`src/rtl/divisor_pkg.sv`:
```
// Shared types and helpers for the sequential restoring divider.
package divisor_pkg;

  typedef enum logic [1:0] {
    IDLE = 2'd0,
    CALC = 2'd1,
    DONE = 2'd2,
    FIX  = 2'd3
  } state_e;

  // Width of the bit counter that walks the dividend from M-1 down to 0.
  function automatic int cnt_width(input int m);
    return (m < 2) ? 1 : $clog2(m);
  endfunction

endpackage

```
`src/rtl/divisor_secuencial_paso.sv`:
```
// One combinational restoring-division step: shift in a dividend bit, trial-subtract B.
module paso_division #(
  parameter int M = 4
) (
  input  logic [M-1:0] rem_i,
  input  logic         bit_i,
  input  logic [M-1:0] div_i,
  output logic [M-1:0] rem_o,
  output logic         q_o
);

  logic [M:0]   p;
  logic [M+1:0] sum;
  logic         unused_bits;

  // The carry out of p + ~B + 1 is the no-borrow flag: set when p >= B.
  assign p     = {rem_i, bit_i};
  assign sum   = {1'b0, p} + {1'b0, ~{1'b0, div_i}} + (M+2)'(1);
  assign q_o   = sum[M+1];
  assign rem_o = q_o ? sum[M-1:0] : p[M-1:0];

  // A restored remainder is always below B, so the top bits never carry information.
  assign unused_bits = ^{sum[M], p[M]};

endmodule

```
`src/rtl/divisor_secuencial.sv`:
```
// Iterative restoring divider with start/busy/done handshake.
// Define DIVISOR_SIGNED_EN for two's-complement operands (adds a FIX state).
module divisor_secuencial
  import divisor_pkg::*;
#(
  parameter int M = 4
) (
  input  logic         clk,
  input  logic         rst,
  input  logic         start,
  input  logic [M-1:0] A,
  input  logic [M-1:0] B,
  output logic         busy,
  output logic         done,
  output logic [M-1:0] Q,
  output logic [M-1:0] R,
  output logic         DZ,
  output logic         Z
);

  localparam int           CW  = cnt_width(M);
  localparam logic [M-1:0] ONE = M'(1);

  state_e         state_q, state_d;
  logic [CW-1:0]  cnt_q, cnt_d;
  logic [M-1:0]   dvd_q, dvd_d;
  logic [M-1:0]   dvs_q, dvs_d;
  logic [M-1:0]   rem_q, rem_d;
  logic [M-1:0]   quot_q, quot_d;
  logic [M-1:0]   q_q, q_d;
  logic [M-1:0]   r_q, r_d;
  logic           dz_q, dz_d;
  logic           z_q, z_d;

  logic [M-1:0]   step_rem;
  logic           step_q;
  logic [M-1:0]   quot_next;

`ifdef DIVISOR_SIGNED_EN
  logic           sa_q, sa_d;
  logic           sb_q, sb_d;
  logic [M-1:0]   q_fix;
  logic [M-1:0]   r_fix;

  assign q_fix = (sa_q ^ sb_q) ? (~quot_q + ONE) : quot_q;
  assign r_fix = sa_q ? (~rem_q + ONE) : rem_q;
`endif

  paso_division #(.M(M)) u_paso (
    .rem_i (rem_q),
    .bit_i (dvd_q[cnt_q]),
    .div_i (dvs_q),
    .rem_o (step_rem),
    .q_o   (step_q)
  );

  assign quot_next = {quot_q[M-2:0], step_q};

  always_comb begin
    state_d = state_q;
    cnt_d   = cnt_q;
    dvd_d   = dvd_q;
    dvs_d   = dvs_q;
    rem_d   = rem_q;
    quot_d  = quot_q;
    q_d     = q_q;
    r_d     = r_q;
    dz_d    = dz_q;
    z_d     = z_q;
`ifdef DIVISOR_SIGNED_EN
    sa_d    = sa_q;
    sb_d    = sb_q;
`endif

    case (state_q)
      IDLE: begin
        if (start) begin
`ifdef DIVISOR_SIGNED_EN
          sa_d  = A[M-1];
          sb_d  = B[M-1];
          dvd_d = A[M-1] ? (~A + ONE) : A;
          dvs_d = B[M-1] ? (~B + ONE) : B;
`else
          dvd_d = A;
          dvs_d = B;
`endif
          rem_d  = '0;
          quot_d = '0;
          cnt_d  = CW'(M - 1);
          dz_d   = 1'b0;
          if (B == '0) begin
            // Divide by zero short-circuits straight to DONE with a saturated quotient.
            q_d     = '1;
            r_d     = A;
            dz_d    = 1'b1;
            z_d     = 1'b0;
            state_d = DONE;
          end else begin
            state_d = CALC;
          end
        end
      end

      CALC: begin
        rem_d  = step_rem;
        quot_d = quot_next;
        if (cnt_q == '0) begin
`ifdef DIVISOR_SIGNED_EN
          state_d = FIX;
`else
          q_d     = quot_next;
          r_d     = step_rem;
          z_d     = (quot_next == '0);
          state_d = DONE;
`endif
        end else begin
          cnt_d = cnt_q - CW'(1);
        end
      end

`ifdef DIVISOR_SIGNED_EN
      FIX: begin
        q_d     = q_fix;
        r_d     = r_fix;
        z_d     = (q_fix == '0);
        state_d = DONE;
      end
`endif

      DONE: state_d = IDLE;

      default: state_d = IDLE;
    endcase
  end

  always_ff @(posedge clk) begin
    if (rst) begin
      state_q <= IDLE;
      cnt_q   <= '0;
      dvd_q   <= '0;
      dvs_q   <= '0;
      rem_q   <= '0;
      quot_q  <= '0;
      q_q     <= '0;
      r_q     <= '0;
      dz_q    <= 1'b0;
      z_q     <= 1'b1;
`ifdef DIVISOR_SIGNED_EN
      sa_q    <= 1'b0;
      sb_q    <= 1'b0;
`endif
    end else begin
      state_q <= state_d;
      cnt_q   <= cnt_d;
      dvd_q   <= dvd_d;
      dvs_q   <= dvs_d;
      rem_q   <= rem_d;
      quot_q  <= quot_d;
      q_q     <= q_d;
      r_q     <= r_d;
      dz_q    <= dz_d;
      z_q     <= z_d;
`ifdef DIVISOR_SIGNED_EN
      sa_q    <= sa_d;
      sb_q    <= sb_d;
`endif
    end
  end

  assign busy = (state_q == CALC) || (state_q == FIX);
  assign done = (state_q == DONE);
  assign Q    = q_q;
  assign R    = r_q;
  assign DZ   = dz_q;
  assign Z    = z_q;

endmodule

```
`config.mk`:
```
export PLATFORM = sky130hd
export DESIGN_NAME = divisor_secuencial
export DESIGN_NICKNAME = d
export VERILOG_FILES = /design/src/rtl/divisor_pkg.sv /design/src/rtl/divisor_secuencial_paso.sv /design/src/rtl/divisor_secuencial.sv
export SDC_FILE = /design/constraint.sdc
export NUM_CORES = 1
export LEC_CHECK = 0
export ABC_CLOCK_PERIOD_IN_PS = 3700
export BUFFER_PORTS_ARGS = -buffer_cell sky130_fd_sc_hd__buf_2
export CORE_ASPECT_RATIO = 1.2
export CORE_MARGIN = 4
export CORE_UTILIZATION = 25
export CTS_BUF_LIST = sky130_fd_sc_hd__clkbuf_16
export DETAILED_ROUTE_END_ITERATION = 8
export GPL_TIMING_DRIVEN = 0
export SYNTH_ARGS = -nofsm -noshare
export SYNTH_HDL_FRONTEND = slang
export SYNTH_HIERARCHICAL = 1
export SYNTH_SLANG_ARGS = --single-unit
```
`constraint.sdc`:
```
create_clock -name clk -period 3.7 [get_ports clk]
set_clock_uncertainty 0.1 [all_clocks]
set_input_delay 0.925 -clock clk [delete_from_list [all_inputs] [get_ports clk]]
set_output_delay 0.925 -clock clk [all_outputs]
set_load 0.02 [all_outputs]
```
==> impl_results.md <==
- Total gr overflow: 0
- Min-Delay Path Class: reg -> reg
- Core Region: 0.00537 mm²
- DR vias: 1,164
- Final min period: 2560 ps
- Seq/Total Area, Yosys: 41.2%
- Critical path class: reg -> reg
- Max transition margin: 62.4%
- Maximum vdd ir drop: 0.337 mV
- Mapped Area: 0.00141 mm²
- Nets: 196
- Net Count, Synth: 168
- Port bufs: 21
- Cell Chain, Critical Path: mux4_2 > inv_1 > ha_1 > nor2b_1 > o31a_1 > nor3_4 > mux2_2 > mux2i_1 > a211oi_1
- Syn_area_per_cell: 9.34 µm²
- Most common cell after layout, fill and taps aside: dfxtp_1
- Area growth syn-to-layout: 22.4%
- Worst-Skew Late Latency: 270 ps
- Worst hold path stage count: 2
- Leakage power: 0.000681 µW
- CTS Buf Count: 5
- Max H-tree Level: 2
- Fillers: 584
- GPL Wtd Cong: 0.710
- Die Y: 90.3 µm
- Worst reg2reg path depth: 9
- IO Count: 23
- Worst-path clk slew: 50 ps
- Sum of negative setup slack: 0 ps
- Post-synth EDFFs: 0
- Slew at the pin closest to its max-slew limit: 562 ps
- Hold Startpoint: dvs_q[1]
- Post-CTS Setup Bufs: 0
- WL/cell: 13.1 µm
- Post-CTS Resized: 0
- Highest fanout seen on the critical path: 4
- Drt drc: 0
- TritonCTS clock tree: done
- HPWL Detailed: 2380 µm
- Final Slew Violations: 0
- Via density: 4.83
- Max-cap viol count: 0
- Area leader, netlist: dfxtp_1
- CP max-delay cell: mux4_2
- Final Cycle Share: 69.2%
- Main synth FF type: dfxtp_1
- Worst setup EP type: flop
- Drt pass-1 iters: 4
- Total track usage: 10.0%
- Outcome: finished clean
- Die width: 76.6 µm
- Final wirelength: 3150 µm
- Reg2reg setup slack: 1140 ps
- Synth warn: 6
- Hold violation total from the final report: 0
- CTS max path bufs: 2
- CP arrival: 2590 ps
- Share of the synthesized area in the top cell type: 41.2%
- Final setup fails: 0
- Post-Synthesis Cells: 151
- Pwr Density: 525 mW/mm²
- Yosys reg bits: 29
- Cts hold-fix bufs: 0
- Async set or reset register ratio after synthesis: 0%
- Sinks on Clock Net: 29
- Hold Path End: dvs_q[1]
- Yosys cell types: 37
- Synth area leaders: dfxtp_1, a211oi_1, nand2_1
- RSZ-0062 raised after global routing: false
- Share of cells above drive strength 1: 24.6%
- Most frequent cells in the layout: dfxtp_1, buf_2, nand2_1
- Clk root buf: clkbuf_16
- Pin count of the biggest net entering global routing: 11
- Fin cells: 241
- First-iteration detailed-routing DRC count: 37
- Fmax: 391 MHz
- Die Area: 0.00691 mm²
- Inserted Diodes: 0
- Number of global-route vias before repair: 1,166
- Placed cells: 234
- Final ANT Viol Nets: 0
- Reg2reg end: R[1]
- Worst endpoint required time: 3730 ps
- First-pass GRT wire length: 5520 µm
- Largest stage delay on the critical path: 510 ps
- Power Total: 905 µW
- Crit Reg-Reg Startpoint: cnt_q[0]
- Initial Util: 26.3%
- Number of antenna violations at the first check in global routing: 0
- Row cnt: 29
- Setup crit start kind: flop
==> cell families after synthesis <==
logic type | Yosys count | share of synthesized area, %
adder cells (fa/ha/maj) | 6 | 5.86
AO/OA/AOI/OAI | 38 | 19.3
buffers and inverters | 19 | 6.12
multiplexers | 8 | 6.74
AND/OR/NAND/NOR | 50 | 20.2
flip-flops | 29 | 41.2
XOR/XNOR | 1 | 0.621
==> stage by stage <==
step / utilization (%) / hold slack, ps / setup slack (ps) / instance area (µm²)
5_1_grt: 32.1 / 383 / 993 / 1730
3_3_place_gp: 29.7 / 343 / 1120 / 1590
6_report: 32.1 / 351 / 1140 / 1730
2_1_floorplan: - / 333 / 1320 / 1410
3_5_place_dp: 29.7 / 345 / 1110 / 1590
4_1_cts: 32.1 / 353 / 1100 / 1730
==> critical path: cells and delay by family (launching register included) <==
kind                     cells  cell delay, ps
AND/OR/NAND/NOR              2             280
AO/OA/AOI/OAI                2             370
adder cells (fa/ha/maj)      1             170
buffers and inverters        1              90
multiplexers                 3            1020
flip-flops                   1             390
==> cell usage after synthesis (all sizes together), types with 3 or more instances <==
| library cell | instances |
|---|---|
| dfxtp | 29 |
| nand2 | 21 |
| a21oi | 14 |
| a211oi | 11 |
| inv | 10 |
| nor2 | 8 |
| nor3 | 6 |
| buf | 5 |
| ha | 5 |
| mux2i | 5 |
| a22oi | 4 |
| clkbuf | 4 |
| nand3 | 3 |
| nor2b | 3 |
| o221a | 3 |
==> flip-flops by register name, summed over array words and instances, names as in the netlist <==
register	flops
Q	4
R	4
dvd_q	4
dvs_q	4
rem_q	4
quot_q	3
cnt_q	2
state_q	2
DZ	1
Z	1
==> per-layer routing <==
metal  GRT usage [%]  share of wire [%]  up-vias
met3            4.19                6.0        4
met2            14.8                 44       30
met5               0                  0        -
met1            13.2                 48      533
li1                -                  -      597
met4            3.17                1.5        0
==> area by class of cell <==
type	instances	area, µm²	share of cell area, %
repair buffers	21	105	6.09
well taps	62	77.6	4.50
inverters	10	37.5	2.18
flip-flops and latches	29	581	33.6
multi-input cells	103	743	43.1
clock buffers	5	125	7.25
plain buffers	9	48.8	2.83
clock inverters	2	7.51	0.435
==> how the worst max path moves through the flow <==
stage / startpoint / to / slack [ps] / cells past startpoint
after floorplan: cnt_q[0] / rem_q[1] / 1320 / 9
after global placement: cnt_q[0] / R[1] / 1120 / 9
after detailed placement: cnt_q[0] / R[1] / 1110 / 9
after CTS: cnt_q[0] / R[1] / 1100 / 9
after global routing: cnt_q[0] / R[1] / 990 / 9
final: cnt_q[0] / R[1] / 1140 / 9
==> power by group <==
part,total [µW],internal (µW),switching (µW)
logic,186,78.2,108
clock network,367,239,128
registers,353,338,15.0
(Power assumes the default switching activity.)
